===== src/rtl/mult8_pkg.sv =====
// Shared types and constants for the shift-and-add multiplier.
package mult8_pkg;

  typedef enum logic [1:0] {IDLE, RUN, DONE} mult_state_t;

  localparam int WIDTH = 8;
  localparam int STEPS = 8;

endpackage


===== src/rtl/FullAdder8bit.sv =====
// 8-bit adder with carry in/out used as the partial-product adder.
module FullAdder8bit (
  input  logic [7:0] A,
  input  logic [7:0] B,
  input  logic       Cin,
  output logic [7:0] Sum,
  output logic       Cout
);

  assign {Cout, Sum} = {1'b0, A} + {1'b0, B} + {8'b0, Cin};

endmodule


===== src/rtl/mult8_shift_add.sv =====
// Sequential unsigned 8x8 multiplier: one add-and-shift step per clock.
// Handshakes: a transfer happens on a rising edge where valid && ready;
// valid, once high, holds its payload stable until that edge.
module mult8_shift_add
  import mult8_pkg::*;
#(
  parameter int WIDTH = mult8_pkg::WIDTH
) (
  input  logic                 clk,
  input  logic                 rst_n,
  input  logic                 in_valid,
  output logic                 in_ready,
  input  logic [WIDTH-1:0]     A,
  input  logic [WIDTH-1:0]     B,
  output logic                 out_valid,
  input  logic                 out_ready,
  output logic [2*WIDTH-1:0]   P,
  output logic                 busy
);

  if (WIDTH != 8) begin : g_width_check
    $error("mult8_shift_add: WIDTH must be 8 to match FullAdder8bit");
  end

  mult_state_t          state;
  logic [WIDTH-1:0]     acc_hi;
  logic [WIDTH-1:0]     q;
  logic [WIDTH-1:0]     m;
  logic [2:0]           cnt;
  logic [2*WIDTH-1:0]   p_reg;

  logic [WIDTH-1:0]     add_b;
  logic [WIDTH-1:0]     sum;
  logic                 cout;
  logic [2*WIDTH-1:0]   shifted;

  assign add_b = q[0] ? m : '0;

  FullAdder8bit u_adder (
    .A    (acc_hi),
    .B    (add_b),
    .Cin  (1'b0),
    .Sum  (sum),
    .Cout (cout)
  );

  // Carry-out becomes the new top bit so the 17-bit {cout,sum,q} never loses it.
  assign shifted = {cout, sum, q[WIDTH-1:1]};

  always_ff @(posedge clk) begin
    if (!rst_n) begin
      state  <= IDLE;
      acc_hi <= '0;
      q      <= '0;
      m      <= '0;
      cnt    <= '0;
      p_reg  <= '0;
    end else begin
      case (state)
        IDLE: begin
          if (in_valid) begin
            m      <= A;
            q      <= B;
            acc_hi <= '0;
            cnt    <= '0;
            state  <= RUN;
          end
        end
        RUN: begin
          {acc_hi, q} <= shifted;
          cnt         <= cnt + 3'd1;
          if (cnt == 3'(STEPS - 1)) begin
            p_reg <= shifted;
            state <= DONE;
          end
        end
        DONE: begin
          if (out_ready) state <= IDLE;
        end
        default: state <= IDLE;
      endcase
    end
  end

  assign in_ready  = (state == IDLE);
  assign out_valid = (state == DONE);
  assign busy      = (state != IDLE);
  assign P         = p_reg;

endmodule


===== config.mk =====
export PLATFORM = sky130hd
export DESIGN_NAME = mult8_shift_add
export DESIGN_NICKNAME = d
export VERILOG_FILES = /design/src/rtl/mult8_pkg.sv /design/src/rtl/FullAdder8bit.sv /design/src/rtl/mult8_shift_add.sv
export SDC_FILE = /design/constraint.sdc
export NUM_CORES = 1
export LEC_CHECK = 0
export BUFFER_PORTS_ARGS = -buffer_cell sky130_fd_sc_hd__buf_2
export CAP_MARGIN = 20
export CORE_MARGIN = 2
export CORE_UTILIZATION = 59
export CTS_CLUSTER_SIZE = 8
export DETAILED_ROUTE_END_ITERATION = 7
export GPL_ROUTABILITY_DRIVEN = 0
export PLACE_DENSITY = 0.82
export SYNTH_ARGS = -nofsm -noshare
export SYNTH_HDL_FRONTEND = slang
export SYNTH_HIERARCHICAL = 1
export SYNTH_SLANG_ARGS = --single-unit

===== constraint.sdc =====
create_clock -name clk -period 6.2 [get_ports clk]
set_clock_uncertainty 0.15 [all_clocks]
set_input_delay 0.62 -clock clk [delete_from_list [all_inputs] [get_ports clk]]
set_output_delay 0.62 -clock clk [all_outputs]
set_load 0.005 [all_outputs]

Yosys cells after proc, flatten, opt, wreduce, memory -nomap -nowiden. Index checks and enable logic that the tools add are counted.

Mux-type cells: 11. Reductions and logical operators: 7. $add $sub $neg: 2. Equal/unequal tests: 6.

Operator list (count): $pmux W8 S2 (2); $mux W8 (3); $add A8 B8 Y9 (1); $mux W2 (3); $pmux W2 S3 (1); $pmux W3 S2 (1); $reduce_and A2 Y1 (3); $ne A2 B2 Y1 const B (2); $reduce_bool A2 Y1 (2); $add A3 B1 Y3 const B (1); $eq A3 B3 Y1 const B (1); $mux W3 (1); $reduce_and A3 Y1 (1); $eq A2 B1 Y1 const B (1); $eq A2 B2 Y1 const B (1); $logic_not A2 Y1 (1); $ne A2 B1 Y1 const B (1).

Bits in registers: 45. Bits of input ports: 20. Output and inout port bits: 19. Logic and storage cells: 32.

Logic depth before layout (Yosys ltp).
Depth in word-level cells: 3. Mapped depth: 8. Mapped depth without buffers: 8.

Modules after synthesis. The synthesis kept the hierarchy.

Modules (own cells, without submodules): mult8_shift_add (times used 1, sequential area each 900.9 um2, cells an instance 209, area each 1845.5 um2); FullAdder8bit (times used 1, sequential area each 0.0 um2, cells an instance 40, area each 331.6 um2).

Worst setup path before layout. No wires, ideal clock.

Path kind: register -> register. From: register q[0]. To: register acc_hi[5]. Clock period less this slack: 2.180 ns. Arrival time: 1.955 ns. Stages on the path, launching flop included: 9. Path buffers: 0. Slack: 4.020 ns. Library setup time: 0.075 ns. Cell sequence: dfxtp_1 -> and2_1 -> fa_1 -> fa_1 -> a21oi_1 -> o21a_1 -> xnor2_1 -> nand2_1 -> o22ai_1.

Cells in the longest elaborated chain, start to end: 3.

Ends and longest elaborated chain: start, declared (line mult8_shift_add.sv:27) `logic [WIDTH-1:0] q;`; start signal, assigned (line mult8_shift_add.sv:70) `{acc_hi, q} <= shifted;`; $mux W8 (line mult8_shift_add.sv:37) `assign add_b = q[0] ? m : '0;`; net add_b[0] (line mult8_shift_add.sv:32) `logic [WIDTH-1:0] add_b;`; $add A8 B8 Y9 (line FullAdder8bit.sv:10) `assign {Cout, Sum} = {1'b0, A} + {1'b0, B} + {8'b0, Cin};`; net sum[6] (line mult8_shift_add.sv:33) `logic [WIDTH-1:0] sum;`; $pmux W8 S2 (line mult8_shift_add.sv:59) `case (state)`; end signal, assigned (line mult8_shift_add.sv:70); end, declared (line mult8_shift_add.sv:26) `logic [WIDTH-1:0] acc_hi;`.

The timed path passes the listed nets, and every way through them passes these cells. A chain may end at the register's enable or synchronous reset.

Worst setup path after layout. Ends and elaborated chain as after synthesis.

==> reports/results.ini <==
[run_status]
status = finished clean

[global_route]
grt.busiest_layer = met2
groute.usage.overall_pct = 22.2
grt.overflow.total = 0
gr-usage-met3_pct = 6.94
grtUsageMet1_pct = 28.7
grt_max_degree = 73
antenna_found_initial = 0
grt_pass1_vias = 1555
grt_use_met2_pct = 34.4
grt_pass1_wl_um = 7090

[synthesis]
syn_nets = 280
yosysSeqAreaShare_pct = 41.4
synth_top_family_by_area = simple AND/OR/NAND/NOR gates
yosys.area_share.simple_pct = 20.6
synth_cell_type_count = 42
syn_inst = 249
synth-seq-cells = 45
yosys.area_share.adder_pct = 7.01
synth_xor_area_share_pct = 1.61
synth_warnings = 6
synth_compound_area_share_pct = 19.9
synthMuxAreaShare_pct = 4.14
syn_avg_cell_area_um2 = 8.74
synth.cell_area_um2 = 2180

[worst_setup_path]
critPathLaunchType = flop
cp-end-kind = flop
worstPathArrival_ps = 2450
cp_data_required_time_ps = 6290
crit_path_frequent_cell = fa_1
critPathMaxFanout = 9
max_stage_delay_ps = 430
path_class = reg -> reg
critPathSlowestCell = fa_1
worst_r2r_path_depth = 8
worstPathCellList = and2_1 > fa_1 > fa_1 > a21oi_1 > o21a_1 > xnor2_1 > nand2_1 > o22ai_1

[drt]
wl_per_cell_um = 13.3
routed_wl_um = 4340
viasPerCell = 5.51
dr.first_iter.drc_count = 42
ant_nets = 0
dr_total_vias = 1803
first_pass_iters = 7
drc = 0

[power_and_ir_drop]
ir_drop_mv = 0.168
power.leakage_uw = 0.00101
power_density_nw_per_um2 = 219

[cells_and_area]
fillers = 294
drive_above_1_share_pct = 22.2
regArea_um2 = 901
nets = 309
diodes = 0
area_growth_pct = 13.0
multi_input_area_um2 = 1160
fin_util_pct = 68.2

[clock_network]
cts_inserted_buffers = 5
h-tree-depth = 2
clk_latency_ps = 310
cts_tree = done
clk_pin_slew_ps = 90
cts-root-buf = clkbuf_8
clock_path_buffers = 2
cts_hold_buf = 0
cts-resized-gates = 0
cts_sinks = 45
cts_setup_buffers = 0

[timing]
setup_viol = 0
worst_slew_pin_slew_ps = 869
hold_viol_final = 0
fmax_mhz = 423
fin_crit_sh_pct = 38.1
holdWs_ps = 309
slew_headroom_pct = 42.0
min_period_ps = 2370
maxSlewViolCount = 0
rsz0062_at_grt = false
setup_tns_ps = 0

[min_path]
hold_path_class = reg -> reg
worstHoldPathCells = 2

[place]
io_buffers = 38
dp_hpwl_um = 2880

[floorplan]
initial_core_util_pct = 60.4
rows = 22
die_x_um = 64.7
die_area_um2 = 4190
coreArea_um2 = 3610
die_h_um = 64.7
ioPinCount = 39

[flow_run]
max_cap_viol_count = 0

==> layout make-up <==
| type | instances | share of cell area (%) |
|---|---|---|
| Clock buffer | 5 | 2.80 |
| Clock inverter | 3 | 0.916 |
| Inverter | 5 | 0.763 |
| Multi-Input combinational cell | 181 | 47.3 |
| Sequential cell | 45 | 36.6 |
| Tap cell | 48 | 2.44 |
| Timing Repair Buffer | 40 | 9.16 |
==> state kept, by name, indices dropped and copies added (netlist names) <==
name and cells:
P 16, acc_hi 8, m 8, q 8, cnt 3, state 2
==> cell usage in the layout (no fill, tap or decap), drive strengths merged, types with 2 or more instances in the layout <==
cell type and count:
nor3b 2, o22ai 10, o211ai 9, fa 2, ha 9, inv 5
mux2i 9, nand3 26, buf 40, nor2 2, xor2 2, a21o 2
nand2 38, nor2b 3, and2 8, clkinvlp 3, nand3b 2, a21oi 6
nand2b 3, xnor2 2, a311o 2, dfxtp 45, clkbuf 5, o21ai 34
==> worst paths after layout <==
path                                         from                      to  slack [ps]
worst min-delay path            m[7]$_SDFFE_PN0P_       m[7]$_SDFFE_PN0P_         310
worst max-delay path            q[0]$_SDFFE_PN0P_  acc_hi[5]$_SDFFE_PN0P_        3830
worst max register to register  q[0]$_SDFFE_PN0P_  acc_hi[5]$_SDFFE_PN0P_        3830
worst min register to register  m[7]$_SDFFE_PN0P_       m[7]$_SDFFE_PN0P_         310
==> through the flow <==
| stage | total power (uW) | worst slack (ps) | std cells | area (um2) |
|---|---|---|---|---|
| floorplan | 349 | 4020 | 249 | 2180 |
| global placement | 360 | 3690 | 317 | 2330 |
| detailed placement | 361 | 3650 | 317 | 2330 |
| CTS | 543 | 3550 | 325 | 2420 |
| global route | 564 | 3650 | 327 | 2460 |
| finish | 539 | 3830 | 327 | 2460 |
==> routing by layer <==
metal	share of wire (%)	routed length [um]
met1	47	2030
met5	0	0
met3	4.1	177
met4	1.8	80
met2	47	2060
==> kinds of logic after synthesis <==
group | Yosys count
simple gates | 89
compound gates | 67
mux | 9
other cells | 1
xor+xnor | 4
buf+inv | 23
flops | 45
fa+ha+maj | 11
==> worst max-delay path: cells and delay by family, from the launching register on <==
| kind | cells | cell delay [ps] |
|---|---|---|
| XOR/XNOR | 1 | 120 |
| AO/OA/AOI/OAI | 3 | 510 |
| flip-flops | 1 | 390 |
| AND/OR/NAND/NOR | 2 | 280 |
| adder cells (fa/ha/maj) | 2 | 850 |
==> cells in the mapped netlist, drive strengths merged <==
| library cell | instances | area, um2 |
|---|---|---|
| nand3 | 26 | 130 |
| or3b | 1 | 8.76 |
| nor4 | 1 | 6.26 |
| buf | 9 | 58.8 |
| ha | 9 | 113 |
| a21o | 2 | 15.0 |
| mux2i | 9 | 90.1 |
| nand2 | 38 | 143 |
| a21boi | 1 | 7.51 |
| xnor2 | 2 | 17.5 |
| xor2 | 2 | 17.5 |
| o211ai | 9 | 67.6 |
| nor3b | 2 | 26.3 |
| a21oi | 6 | 33.8 |
| nand2b | 3 | 18.8 |
| o22ai | 10 | 62.6 |
| clkbuf | 9 | 35.0 |
| fa | 2 | 40.0 |
| or2 | 1 | 6.26 |
| nor2b | 3 | 18.8 |
| o21bai | 1 | 7.51 |
| and2 | 8 | 50.1 |
| nand3b | 2 | 15.0 |
| nor3 | 1 | 5.00 |
| nor2 | 2 | 15.0 |
| conb | 1 | 3.75 |
| o21a | 1 | 7.51 |
| nand4 | 1 | 6.26 |
| o21ai | 34 | 200 |
| a311o | 2 | 20.0 |
| o221a | 1 | 11.3 |
| inv | 5 | 18.8 |
| dfxtp | 45 | 901 |
==> power breakdown <==
group / internal, uW / total [uW] / switching (uW)
clock: 79.0 / 183 / 104
sequential: 298 / 308 / 9.66
combinational: 21.1 / 48.3 / 27.3
total: 398 / 539 / 141
Power figures use the tool's default switching activity.
